[config.mk]
export PLATFORM = sky130hd
export DESIGN_NAME = dlx_pipe_ctrl_flat
export DESIGN_NICKNAME = d
export VERILOG_FILES = /design/src/rtl/dlx_pipe_ctrl_if.sv /design/src/rtl/dlx_pipe_ctrl.sv /design/src/flat_wrapper.sv
export SDC_FILE = /design/constraint.sdc
export NUM_CORES = 1
export LEC_CHECK = 0
export CAP_MARGIN = 0
export CORE_MARGIN = 2
export CORE_UTILIZATION = 40
export DETAILED_ROUTE_END_ITERATION = 8
export MAX_ROUTING_LAYER = met4
export PLACE_DENSITY_LB_ADDON = 0.15
export SYNTH_ARGS = -nofsm -noshare
export SYNTH_HDL_FRONTEND = slang
export SYNTH_SLANG_ARGS = --single-unit
[constraint.sdc]
create_clock -name clk -period 3.2 [get_ports clk]
set_input_delay 0.48 -clock clk [delete_from_list [all_inputs] [get_ports clk]]
set_output_delay 0.48 -clock clk [all_outputs]
set_load 0.02 [all_outputs]
[src/rtl/dlx_pipe_ctrl_if.sv]
// Shared DLX pipe-control types and the bundle between the pipe datapath and dlx_pipe_ctrl.
// The datapath side uses the master modport; the controller uses the slave modport.
package dlx_pipe_pkg;

  typedef enum logic [2:0] {
    NOP    = 3'd0,
    RR_ALU = 3'd1,
    IM_ALU = 3'd2,
    LOAD   = 3'd3,
    STORE  = 3'd4,
    BRANCH = 3'd5,
    JUMP   = 3'd6,
    TRAP   = 3'd7
  } opcode_class_e;

  typedef logic [4:0] reg_adr_t;

  typedef enum logic {
    FWDSEL_ID_A           = 1'b0,
    FWDSEL_EX_MEM_ALU_OUT = 1'b1
  } fwd_select_e;

endpackage

interface dlx_pipe_ctrl_if #(
  parameter int unsigned CNT_W = 32
);
  import dlx_pipe_pkg::*;

  logic             dc_wait;
  opcode_class_e    id_opcode_class;
  reg_adr_t         id_ir_rs1;
  reg_adr_t         id_ir_rs2;
  logic             id_cond;
  logic             id_halt;
  logic             id_illegal_instr;
  opcode_class_e    id_ex_opcode_class;
  reg_adr_t         id_ex_reg_rd;
  logic             id_ex_reg_wen;
  opcode_class_e    ex_mem_opcode_class;
  reg_adr_t         ex_mem_reg_rd;
  logic             ex_mem_reg_wen;

  logic             stall;
  logic             id_ex_bubble;
  logic             if_id_flush;
  logic             pipe_freeze;
  fwd_select_e      id_a_fwd_sel;
  logic             halted;
  logic             illegal_trap;
  logic [CNT_W-1:0] cycle_cnt;
  logic [CNT_W-1:0] stall_cnt;

  modport master (
    output dc_wait, id_opcode_class, id_ir_rs1, id_ir_rs2, id_cond, id_halt, id_illegal_instr,
           id_ex_opcode_class, id_ex_reg_rd, id_ex_reg_wen,
           ex_mem_opcode_class, ex_mem_reg_rd, ex_mem_reg_wen,
    input  stall, id_ex_bubble, if_id_flush, pipe_freeze, id_a_fwd_sel,
           halted, illegal_trap, cycle_cnt, stall_cnt
  );

  modport slave (
    input  dc_wait, id_opcode_class, id_ir_rs1, id_ir_rs2, id_cond, id_halt, id_illegal_instr,
           id_ex_opcode_class, id_ex_reg_rd, id_ex_reg_wen,
           ex_mem_opcode_class, ex_mem_reg_rd, ex_mem_reg_wen,
    output stall, id_ex_bubble, if_id_flush, pipe_freeze, id_a_fwd_sel,
           halted, illegal_trap, cycle_cnt, stall_cnt
  );

endinterface

[src/rtl/dlx_pipe_ctrl.sv]
// DLX pipeline sequencer: load/branch hazard stalls, ID operand-A forwarding, taken-branch
// flush, TRAP/illegal drain-and-halt, data-cache freeze, and cycle/stall counters.
module dlx_pipe_ctrl #(
  parameter int unsigned DRAIN_CYCLES = 3,
  parameter int unsigned CNT_W        = 32
) (
  input logic            clk,
  input logic            rst,
  dlx_pipe_ctrl_if.slave bus
);
  import dlx_pipe_pkg::*;

  typedef enum logic [1:0] {StRun, StDcWait, StDrain, StHalted} state_e;

  localparam logic [2:0] DrainInit = 3'(DRAIN_CYCLES);

  state_e           state_q, state_d, eff_state;
  logic             ret_drain_q, ret_drain_d;
  logic [2:0]       drain_q, drain_d;
  logic             halted_q, halted_d;
  logic             illegal_q, illegal_d;
  logic [CNT_W-1:0] cycle_cnt_q, stall_cnt_q;

  logic        stall, bubble, flush, freeze;
  fwd_select_e fwd_sel;

  logic uses_rs1, uses_rs2, rs1_nz;
  logic ex_ld, br_ex, br_mem_ld, hazard, fwd_hit;

  always_comb begin
    uses_rs1 = bus.id_opcode_class inside {RR_ALU, IM_ALU, LOAD, STORE, BRANCH};
    uses_rs2 = bus.id_opcode_class inside {RR_ALU, STORE};
    rs1_nz   = bus.id_ir_rs1 != '0;

    ex_ld = (bus.id_ex_opcode_class == LOAD) && bus.id_ex_reg_wen &&
            ((uses_rs1 && rs1_nz && (bus.id_ex_reg_rd == bus.id_ir_rs1)) ||
             (uses_rs2 && (bus.id_ir_rs2 != '0) && (bus.id_ex_reg_rd == bus.id_ir_rs2)));
    // Branch compares in ID, so an EX producer can never reach it in time.
    br_ex = (bus.id_opcode_class == BRANCH) && bus.id_ex_reg_wen && rs1_nz &&
            (bus.id_ex_reg_rd == bus.id_ir_rs1);
    br_mem_ld = (bus.id_opcode_class == BRANCH) && (bus.ex_mem_opcode_class == LOAD) &&
                bus.ex_mem_reg_wen && rs1_nz && (bus.ex_mem_reg_rd == bus.id_ir_rs1);
    hazard = ex_ld | br_ex | br_mem_ld;

    fwd_hit = bus.ex_mem_reg_wen && rs1_nz && (bus.ex_mem_reg_rd == bus.id_ir_rs1) &&
              (bus.ex_mem_opcode_class inside {RR_ALU, IM_ALU});
  end

  always_comb begin
    // Once dc_wait drops, DCWAIT behaves as the state it interrupted in that same cycle.
    eff_state = state_q;
    if (state_q == StDcWait) eff_state = ret_drain_q ? StDrain : StRun;

    state_d     = state_q;
    ret_drain_d = ret_drain_q;
    drain_d     = drain_q;
    halted_d    = halted_q;
    illegal_d   = illegal_q;
    stall       = 1'b0;
    bubble      = 1'b0;
    flush       = 1'b0;
    freeze      = 1'b0;
    fwd_sel     = FWDSEL_ID_A;

    case (eff_state)
      StHalted: begin
        stall  = 1'b1;
        freeze = 1'b1;
        bubble = 1'b1;
      end
      StRun, StDrain: begin
        if (bus.dc_wait) begin
          stall       = 1'b1;
          freeze      = 1'b1;
          state_d     = StDcWait;
          ret_drain_d = (eff_state == StDrain);
        end else if (eff_state == StDrain) begin
          stall   = 1'b1;
          bubble  = 1'b1;
          flush   = 1'b1;
          state_d = StDrain;
          if (drain_q <= 3'd1) begin
            drain_d  = '0;
            state_d  = StHalted;
            halted_d = 1'b1;
          end else begin
            drain_d = drain_q - 3'd1;
          end
        end else begin
          state_d = StRun;
          fwd_sel = fwd_hit ? FWDSEL_EX_MEM_ALU_OUT : FWDSEL_ID_A;
          if (hazard) begin
            stall  = 1'b1;
            bubble = 1'b1;
          end else if (bus.id_halt || bus.id_illegal_instr) begin
            bubble    = 1'b1;
            illegal_d = bus.id_illegal_instr;
            drain_d   = DrainInit;
            state_d   = StDrain;
          end else if (bus.id_cond) begin
            flush = 1'b1;
          end
        end
      end
      default: ;
    endcase
  end

  always_ff @(posedge clk) begin
    if (rst) begin
      state_q     <= StRun;
      ret_drain_q <= 1'b0;
      drain_q     <= '0;
      halted_q    <= 1'b0;
      illegal_q   <= 1'b0;
      cycle_cnt_q <= '0;
      stall_cnt_q <= '0;
    end else begin
      state_q     <= state_d;
      ret_drain_q <= ret_drain_d;
      drain_q     <= drain_d;
      halted_q    <= halted_d;
      illegal_q   <= illegal_d;
      if (state_q != StHalted) begin
        cycle_cnt_q <= cycle_cnt_q + CNT_W'(1);
        if (stall || freeze) stall_cnt_q <= stall_cnt_q + CNT_W'(1);
      end
    end
  end

  assign bus.stall        = stall;
  assign bus.id_ex_bubble = bubble;
  assign bus.if_id_flush  = flush;
  assign bus.pipe_freeze  = freeze;
  assign bus.id_a_fwd_sel = fwd_sel;
  assign bus.halted       = halted_q;
  assign bus.illegal_trap = illegal_q;
  assign bus.cycle_cnt    = cycle_cnt_q;
  assign bus.stall_cnt    = stall_cnt_q;

endmodule

[src/flat_wrapper.sv]
// flat-port wrapper written by rule: the top's interface ports become plain ports
module dlx_pipe_ctrl_flat import dlx_pipe_pkg::*;
#(
  parameter int unsigned DRAIN_CYCLES = 3,
  parameter int unsigned CNT_W        = 32
)
  (clk, rst, bus_dc_wait, bus_id_opcode_class, bus_id_ir_rs1, bus_id_ir_rs2, bus_id_cond, bus_id_halt, bus_id_illegal_instr, bus_id_ex_opcode_class, bus_id_ex_reg_rd, bus_id_ex_reg_wen, bus_ex_mem_opcode_class, bus_ex_mem_reg_rd, bus_ex_mem_reg_wen, bus_stall, bus_id_ex_bubble, bus_if_id_flush, bus_pipe_freeze, bus_id_a_fwd_sel, bus_halted, bus_illegal_trap, bus_cycle_cnt, bus_stall_cnt);
  dlx_pipe_ctrl_if #(.CNT_W(CNT_W)) bus_i ();
  input logic clk;
  input logic rst;
  input wire logic [$bits(bus_i.dc_wait)-1:0] bus_dc_wait;
  input wire logic [$bits(bus_i.id_opcode_class)-1:0] bus_id_opcode_class;
  input wire logic [$bits(bus_i.id_ir_rs1)-1:0] bus_id_ir_rs1;
  input wire logic [$bits(bus_i.id_ir_rs2)-1:0] bus_id_ir_rs2;
  input wire logic [$bits(bus_i.id_cond)-1:0] bus_id_cond;
  input wire logic [$bits(bus_i.id_halt)-1:0] bus_id_halt;
  input wire logic [$bits(bus_i.id_illegal_instr)-1:0] bus_id_illegal_instr;
  input wire logic [$bits(bus_i.id_ex_opcode_class)-1:0] bus_id_ex_opcode_class;
  input wire logic [$bits(bus_i.id_ex_reg_rd)-1:0] bus_id_ex_reg_rd;
  input wire logic [$bits(bus_i.id_ex_reg_wen)-1:0] bus_id_ex_reg_wen;
  input wire logic [$bits(bus_i.ex_mem_opcode_class)-1:0] bus_ex_mem_opcode_class;
  input wire logic [$bits(bus_i.ex_mem_reg_rd)-1:0] bus_ex_mem_reg_rd;
  input wire logic [$bits(bus_i.ex_mem_reg_wen)-1:0] bus_ex_mem_reg_wen;
  output wire logic [$bits(bus_i.stall)-1:0] bus_stall;
  output wire logic [$bits(bus_i.id_ex_bubble)-1:0] bus_id_ex_bubble;
  output wire logic [$bits(bus_i.if_id_flush)-1:0] bus_if_id_flush;
  output wire logic [$bits(bus_i.pipe_freeze)-1:0] bus_pipe_freeze;
  output wire logic [$bits(bus_i.id_a_fwd_sel)-1:0] bus_id_a_fwd_sel;
  output wire logic [$bits(bus_i.halted)-1:0] bus_halted;
  output wire logic [$bits(bus_i.illegal_trap)-1:0] bus_illegal_trap;
  output wire logic [$bits(bus_i.cycle_cnt)-1:0] bus_cycle_cnt;
  output wire logic [$bits(bus_i.stall_cnt)-1:0] bus_stall_cnt;
  assign bus_i.dc_wait = bus_dc_wait;
  assign bus_i.id_opcode_class = bus_id_opcode_class;
  assign bus_i.id_ir_rs1 = bus_id_ir_rs1;
  assign bus_i.id_ir_rs2 = bus_id_ir_rs2;
  assign bus_i.id_cond = bus_id_cond;
  assign bus_i.id_halt = bus_id_halt;
  assign bus_i.id_illegal_instr = bus_id_illegal_instr;
  assign bus_i.id_ex_opcode_class = bus_id_ex_opcode_class;
  assign bus_i.id_ex_reg_rd = bus_id_ex_reg_rd;
  assign bus_i.id_ex_reg_wen = bus_id_ex_reg_wen;
  assign bus_i.ex_mem_opcode_class = bus_ex_mem_opcode_class;
  assign bus_i.ex_mem_reg_rd = bus_ex_mem_reg_rd;
  assign bus_i.ex_mem_reg_wen = bus_ex_mem_reg_wen;
  assign bus_stall = bus_i.stall;
  assign bus_id_ex_bubble = bus_i.id_ex_bubble;
  assign bus_if_id_flush = bus_i.if_id_flush;
  assign bus_pipe_freeze = bus_i.pipe_freeze;
  assign bus_id_a_fwd_sel = bus_i.id_a_fwd_sel;
  assign bus_halted = bus_i.halted;
  assign bus_illegal_trap = bus_i.illegal_trap;
  assign bus_cycle_cnt = bus_i.cycle_cnt;
  assign bus_stall_cnt = bus_i.stall_cnt;
  dlx_pipe_ctrl #(.DRAIN_CYCLES(DRAIN_CYCLES), .CNT_W(CNT_W)) u_core (.clk(clk), .rst(rst), .bus(bus_i));
endmodule
Word-level counts from Yosys, hierarchy flattened
Cells that the tools add are included.
W data, S select, Z words.
Word-level totals
  input bits: 37
  logic and storage cells: 97
  flip-flop bits (word level): 72
Cells by class
  order comparisons: 1
  add/sub/neg operators: 3
  muxes and demuxes: 32
  eq/ne operators: 17
  reductions and logical operators: 32
  bitwise logic cells: 5
Operators by type and width (count)
  $add A32 B1 Y32 const B: 2
  $mux W1: 19
  $logic_and A1 B1 Y1: 16
  $eq A3 B2 Y1 const B: 5
  $eq A5 B5 Y1: 3
  $reduce_bool A5 Y1: 3
  $mux W2: 6
  $mux W3: 4
  $reduce_and A4 Y1: 2
  $eq A3 B1 Y1 const B: 2
  $eq A3 B3 Y1 const B: 2
  $pmux W1 S2: 3
  $reduce_bool A2 Y1: 3
  $reduce_and A5 Y1: 1
  $eq A2 B2 Y1 const B: 2
  $ne A2 B2 Y1 const B: 2
  $reduce_and A2 Y1: 2
  $le A3 B1 Y1 const B: 1
  $logic_or A1 B1 Y1: 3
  $not A1 Y1: 3
  $sub A3 B1 Y3 const B: 1
  $eq A2 B1 Y1 const B: 1
  $logic_not A2 Y1: 1
  $or A1 B1 Y1: 2
  $reduce_or A2 Y1: 1

Logic depth before layout (Yosys ltp)
Gate-level depths: netlist of run 1.
  word-level depth: 14
  gate-level depth with buffers: 8

Least setup slack after synthesis of run 1
Ideal clock, no wire load.
  path kind: input port to output port
  start point: in bus_id_ir_rs1[0]
  end point: out bus_stall
  cell stages on the path: 7
  data arrival time: 2.001 ns
  data required time: 2.720 ns
  path slack: 0.719 ns
  cells stage by stage: or4_4 -> nor2_4 -> nor4b_4 -> nor4_4 -> buf_6 -> buf_4 -> inv_2
Between the ends
  longest elaborated chain between the ends: 11
  elaborated cells on any way between the ends: 17
  classes of those cells: eq/ne (2); mux (4); bitwise (2); reduce/logical (9)
Ends and longest elaborated chain
  from (decl): RTL line flat_wrapper.sv:13  | input wire logic [$bits(bus_i.id_ir_rs1)-1:0] bus_id_ir_rs1;
  $reduce_bool A5 Y1: RTL line dlx_pipe_ctrl.sv:33  | rs1_nz = bus.id_ir_rs1 != '0;
  $logic_and A1 B1 Y1 (2 in series): RTL line dlx_pipe_ctrl.sv:36  | ((uses_rs1 && rs1_nz && (bus.id_ex_reg_rd == bus.id_ir_rs1)) ||
  $logic_or A1 B1 Y1: RTL line dlx_pipe_ctrl.sv:36
  $logic_and A1 B1 Y1: RTL line dlx_pipe_ctrl.sv:35  | ex_ld = (bus.id_ex_opcode_class == LOAD) && bus.id_ex_reg_wen &&
  $or A1 B1 Y1: RTL line dlx_pipe_ctrl.sv:43  | hazard = ex_ld | br_ex | br_mem_ld;
  $or A1 B1 Y1 *: RTL line dlx_pipe_ctrl.sv:43
  $mux W1 *: RTL line dlx_pipe_ctrl.sv:92  | if (hazard) begin
  $mux W1 *: RTL line dlx_pipe_ctrl.sv:77  | end else if (eff_state == StDrain) begin
  $mux W1 *: RTL line dlx_pipe_ctrl.sv:72  | if (bus.dc_wait) begin
  $pmux W1 S2 *: RTL line dlx_pipe_ctrl.sv:65  | case (eff_state)
  to (decl): RTL line flat_wrapper.sv:24  | output wire logic [$bits(bus_i.stall)-1:0] bus_stall;
Mark *: on every way between the ends. The rest lies on a longest branch, timed or not.

Worst setup path in the final report of run 1
Same ends and word-level chain as after synthesis.

==> results of run 1 <==
-- registers in the layout (all words and copies together), names as in the netlist --
name                     count
u_core.bus.cycle_cnt        32
u_core.bus.stall_cnt        32
u_core.drain_q               3
u_core.state_q               2
u_core.bus.halted            1
u_core.bus.illegal_trap      1
u_core.ret_drain_q           1
-- worst register-to-register path: cells and delay by family, from the launching register on --
family / cells / cell delay, ns
and+or+nand+nor: 5 / 1.77
DFF: 1 / 0.45
AOI/OAI and AO/OA: 1 / 0.15
-- area by class of cell --
| type | instances | area, um^2 |
|---|---|---|
| Clock buffer | 12 | 145 |
| Clock inverter | 4 | 28.8 |
| Fill cell | 885 | 4030 |
| Inverter | 7 | 26.3 |
| Multi-Input combinational cell | 338 | 2200 |
| Sequential cell | 72 | 1440 |
| Tap cell | 111 | 139 |
| Timing Repair Buffer | 123 | 1180 |
-- cell families after synthesis --
logic type / synth area share
DFF: 0.384
adders and majority gates: 0.0133
muxes: 0.0143
and+or+nand+nor: 0.313
xor gates and xnor gates: 0.110
buffers and inverters: 0.0326
AOI/OAI and AO/OA: 0.134
-- cells in the mapped netlist (4+ instances only) --
cell type / instances
dfxtp_1: 72
nor2_1: 45
a21oi_1: 36
nand2_1: 29
xor2_1: 29
o31ai_1: 26
or4_1: 25
nand4_1: 22
nand3_1: 21
xnor2_1: 18
and3_1: 12
clkbuf_1: 12
and4_1: 9
nand2b_1: 7
nor3_1: 7
inv_1: 6
nor2b_1: 5
buf_1: 4
ha_1: 4
nor4_1: 4
or3_1: 4
-- report_power, final --
part           leakage (nW)  internal, W  switching [W]
combinational          1.10     0.000113       0.000121
sequential            0.582     0.000911      0.0000181
clock                0.0830     0.000305       0.000347
-- how the worst max path moves through the flow --
| stage | slack [ns] | from | cells past startpoint | to |
|---|---|---|---|---|
| finish | 0.15 | bus_id_ir_rs1[0] | 8 | bus_stall |
| global route | 0.03 | bus_id_ir_rs1[0] | 8 | bus_if_id_flush |
| CTS | 0.006 | bus_id_ir_rs1[4] | 7 | bus_id_ex_bubble |
| detailed placement | -0.16 | bus_id_ir_rs1[0] | 8 | bus_if_id_flush |
| global placement | -0.13 | bus_id_ir_rs1[0] | 8 | bus_if_id_flush |
| floorplan | 0.72 | bus_id_ir_rs1[0] | 7 | bus_stall |
-- per-layer routing --
metal	global-route usage	vias to the layer above	wire length [um]
li1	-	1847	-
met5	-	-	0
met3	0.0416	9	369
met1	0.241	1777	4460
met4	0.0509	0	69
met2	0.327	71	4810
-- metrics by stage --
stage,total power [W],worst slack [ns],instance area (um^2),instances,util
global route,0.00190,0.0257,5160,667,0.561
detailed placement,0.00118,-0.157,4990,651,0.542
CTS,0.00184,0.00562,5160,667,0.561
finish,0.00181,0.149,5160,667,0.561
global placement,0.00118,-0.127,4990,651,0.542
floorplan,0.00107,0.719,3760,438,-
-- what timing repair did --
| action | CTS | global route |
|---|---|---|
| pin swaps | 0 | 0 |
| setup buffers | 0 | 0 |
| hold endpoints to repair | 0 | 0 |
| resized for setup | 3 | 2 |
| hold buffers | 0 | 0 |
| endpoints found under the setup margin | 3 | 2 |
==> impl_metrics.csv, run 1 <==
group,metric,value,unit
clock_network,clk_path_buf_depth,2,
worst_setup_path,worst_ep_arrival_time,2.57,ns
global_route,grt_use_total,0.196,
global_route,grt_max_degree,39,
global_route,grt-ovfl-total,0,
power,vdd_drop_max,0.202,mV
outcome,status,"finished, final reports clean",
worst_setup_path,critPathKind,"in2out",
sta,fin_crit_sh,0.953,
logic_synthesis,syn_area,3760,um^2
worst_setup_path,crit_chain,"clkdlybuf4s50_1, or4_4, nor2_4, nor4b_4, buf_4, nor4_4, inv_2, dlygate4sd2_1",
routing,drc_errors,0,
global_route,grt_pass1_vias,3551,
worst_hold_path,hold_depth,2,
worst_hold_path,hp-class,"reg2reg",
routing,routed_wl,9710,um
routing,postRouteAntennaNets,0,
logic_synthesis,synth_flop_cell,"dfxtp_1",
clock_network,clkTransAtPathRegs,0.08,ns
power,power_per_cell_area,351,nW/um^2
worst_hold_path,whs_endpoint,"u_core.bus.stall_cnt[17]",
logic_synthesis,async_reset_ff_frac,0,
clock_network,cts_max_level,3,
floorplanning,core,9200,um^2
logic_synthesis,synth_area_leader_cell,"dfxtp_1",
clock_network,cts_root_buf,"clkbuf_8",
cells_and_area,layout_common_cells,"clkdlybuf4s50_1 (102), dfxtp_1 (72), nor2_1 (45), a21oi_1 (36)",
logic_synthesis,synth_edf_count,0,
cells_and_area,nets,592,
worst_setup_path,r2r_end,"u_core.bus.stall_cnt[27]",
clock_network,clock-sinks,72,
placed_design,dp_hpwl,6920,um
logic_synthesis,synth_top_cell_area_share,0.384,
floorplanning,rows,35,
cells_and_area,drive_above_1_share,0.0755,
floorplanning,die_y,101,um
routing,drt_iter0_markers,112,
clock_network,cts_tree,"done",
worst_setup_path,worst_ep_required_time,2.72,ns
worst_setup_path,ff2ff_path_depth,6,
sta,fin_skew,0.0108,ns
routing,routedWlPerCell,14.6,um
routing,dr.pass1.iters,4,
worst_setup_path,crit_fanout,3,
sta,setup_tns,0,ns
worst_setup_path,r2r_setup_slack,0.75,ns
worst_hold_path,hold_start,"u_core.bus.stall_cnt[17]",
sta,setup_violations,0,
worst_setup_path,timing.rr.start,"u_core.bus.stall_cnt[3]",
logic_synthesis,ys_warn_count,0,
power,p_leak,1.76,nW
worst_setup_path,cpMaxStageDelayCell,"or4_4",
logic_synthesis,ys_seq_elements,72,
cells_and_area,syn2layout_area_growth,37.4,%
clock_network,numCtsBuffers,9,
floorplanning,start_util,0.409,
logic_synthesis,synth_top_cells_by_area,"dfxtp_1 (38%), xor2_1 (6.8%), o31ai_1 (5.2%)",
worst_setup_path,cpLargestDelayFamily,"simple AND/OR/NAND/NOR gates",
floorplanning,die_w,101,um
placed_design,io_buffers,107,
worst_setup_path,worstSetupEndpointType,"output pin",
logic_synthesis,avgSynthCellArea,8.58,um^2
routing,via_count,3704,
worst_setup_path,cp_num_buf_inv,4,
worst_setup_path,critPathLaunchType,"primary input",
global_route,antenna_found_initial,0,
sta,tightest_slew,0.788,ns
clock_network,clkLatencyLatePin,0.34,ns
placed_design,gp_congestion,0.828,
job,cap_violations,0,
sta,whs,0.493,ns
sta,rsz0062_at_grt,"no",
routing,routed_via_density,5.55,
logic_synthesis,syn_nets,479,
logic_synthesis,synth_cells,438,
worst_setup_path,crit_path_max_incr_delay,0.56,ns
sta,max_freq,328,MHz
logic_synthesis,seq_area_frac_synth,0.384,
logic_synthesis,synth.distinct_cells,48,
sta,min_period,3.05,ns
sta,hold_violations,0,
cells_and_area,antennaDiodeCount,0,
sta,drv_slew,0,
global_route,grt_pass1_wl,16000,um
sta,slew_headroom,0.471,
cells_and_area,layout_commonest_cell,"clkdlybuf4s50_1",
floorplanning,fp.dieArea,10200,um^2
floorplanning,io_pins,108,
(Power assumes the default switching activity.)
==> run 2: changes to the inputs <==
CORE_UTILIZATION = 25   (was 40)
CTS_CLUSTER_SIZE = 40   (was unset)
==> impl_metrics.csv, run 2 (synthesis gave the netlist of run 1 again) <==
group,metric,value,unit
sta,setup_violations,0,
power,p_sw_frac,0.254,
power,clkPwrFrac,0.436,
clock_network,cts_hold_buf,0,
sta,setup_tns,0,ns
clock_network,cts_tree,"done",
placed_design,gp_congestion,0.785,
clock_network,clkTransAtPathRegs,0.05,ns
worst_setup_path,worst_ep_required_time,2.72,ns
power,power_per_cell_area,385,nW/um^2
cells_and_area,syn2layout_area_growth,42.6,%
global_route,antenna_found_initial,0,
clock_network,clkLatencyLatePin,0.34,ns
global_route,grt_max_degree,62,
routing,via_count,3683,
power,vdd_drop_max,0.237,mV
power,p_comb_frac,0.113,
worst_setup_path,r2r_end,"u_core.bus.stall_cnt[13]",
clock_network,clk_path_buf_depth,2,
worst_setup_path,setup.worst_path.end,"bus_if_id_flush",
cells_and_area,layout_commonest_cell,"clkdlybuf4s50_1",
worst_setup_path,critPathKind,"in2out",
worst_setup_path,worstSetupEndpointType,"output pin",
cells_and_area,nFillCells,1484,
sta,slew_headroom,0.501,
job,cap_violations,0,
global_route,grt_pass1_wl,17600,um
global_route,grt_use_total,0.139,
cells_and_area,nets,596,
routing,routed_wl,10800,um
worst_setup_path,critPathLaunchType,"primary input",
power,internal_power,0.00154,W
floorplanning,rows,44,
power,p_leak,1.81,nW
placed_design,io_buffers,107,
clock_network,cts_max_level,3,
placed_design,dp_hpwl,7650,um
worst_setup_path,crit_fanout,3,
sta,min_period,3.05,ns
worst_hold_path,hp-class,"reg2reg",
sta,max_freq,328,MHz
cells_and_area,antennaDiodeCount,0,
global_route,grt-ovfl-total,0,
routing,routedWlPerCell,14.5,um
clock_network,cts_root_buf,"clkbuf_16",
routing,dr.pass1.iters,5,
clock_network,clock-sinks,72,
floorplanning,start_util,0.258,
routing,routed_via_density,4.96,
worst_setup_path,timing.rr.start,"u_core.state_q[0]",
floorplanning,fp.dieArea,16000,um^2
sta,drv_slew,0,
worst_setup_path,worst_ep_arrival_time,2.57,ns
sta,hold_violations,0,
sta,rsz0062_at_grt,"no",
worst_setup_path,r2r_setup_slack,0.85,ns
sta,tightest_slew,0.749,ns
power,seq_power_share,0.451,
routing,drt_iter0_markers,211,
outcome,status,"finished, final reports clean",
sta,fin_skew,0.00461,ns
sta,fin_crit_sh,0.954,
power,power.switching,0.000525,W
worst_setup_path,ff2ff_path_depth,5,
floorplanning,core,14600,um^2
clock_network,numCtsBuffers,9,
routing,drc_errors,0,
floorplanning,io_pins,108,
worst_setup_path,critPathLaunch,"bus_id_ir_rs1[0]",
clock_network,cts_setup_buffers,0,
routing,postRouteAntennaNets,0,
global_route,grt_pass1_vias,3522,
power,p_total,0.00207,W
cells_and_area,drive_above_1_share,0.0787,
floorplanning,die_y,127,um
floorplanning,die_w,127,um
cells_and_area,layout_common_cells,"clkdlybuf4s50_1 (102), dfxtp_1 (72), nor2_1 (45), a21oi_1 (36)",
run 2: power groups by stage:
stage | sequential [W] | clock [W] | combinational (W)
4_1_cts | 0.000931 | 0.000932 | 0.000238
6_report | 0.000931 | 0.000900 | 0.000234
3_5_place_dp | 0.000951 | 0 | 0.000239
5_1_grt | 0.000934 | 0.000961 | 0.000259
2_1_floorplan | 0.000958 | 0 | 0.000113
3_3_place_gp | 0.000950 | 0 | 0.000237
run 2: area by class of cell:
type | instances | area (um^2) | share of cell area
clock buffer | 11 | 233 | 0.0434
multi-input combinational | 338 | 2190 | 0.409
inverter | 7 | 26.3 | 0.00490
clock inverter | 4 | 22.5 | 0.00420
timing repair buffer | 127 | 1210 | 0.226
tap | 184 | 230 | 0.0430
sequential | 72 | 1440 | 0.269
run 2: worst min-delay path by stage:
stage | start | to | depth (start not counted)
final | u_core.bus.halted | u_core.bus.halted | 2
after detailed placement | u_core.bus.halted | u_core.bus.halted | 2
after CTS | u_core.bus.halted | u_core.bus.halted | 2
after floorplan | u_core.drain_q[1] | u_core.drain_q[1] | 2
after global routing | u_core.bus.halted | u_core.bus.halted | 2
after global placement | u_core.bus.stall_cnt[10] | u_core.bus.stall_cnt[10] | 2
run 2: worst max-delay path, cell delays in order:
cell and delay (ns):
clkdlybuf4s50_1 0.46, or4_4 0.56, nor2_4 0.16, nor4b_4 0.07
nor3_1 0.26, nand3_1 0.11, a21oi_1 0.15, clkdlybuf4s15_1 0.32
run 2: timing repair:
item | 4_1_cts | 5_1_grt
cloned | 0 | 0
resized for setup | 4 | 1
endpoints found under the setup margin | 4 | 1
run 2: metrics by stage:
stage / instances / util / setup slack [ns] / cell area (um^2) / hold WS (ns)
6_report: 743 / 0.367 / 0.149 / 5360 / 0.471
5_1_grt: 743 / 0.367 / 0.0113 / 5360 / 0.505
4_1_cts: 743 / 0.367 / 0.0986 / 5360 / 0.479
3_5_place_dp: 728 / 0.350 / -0.182 / 5110 / 0.462
3_3_place_gp: 728 / 0.350 / -0.157 / 5110 / 0.471
2_1_floorplan: 438 / - / 0.719 / 3760 / 0.482
run 2: routing by layer:
| metal | vias to the layer above | share of wire | global-route usage |
|---|---|---|---|
| li1 | 1858 | - | - |
| met1 | 1728 | 0.47 | 0.170 |
| met2 | 84 | 0.47 | 0.218 |
| met3 | 13 | 0.047 | 0.0401 |
| met4 | 0 | 0.020 | 0.0524 |
| met5 | - | 0 | - |
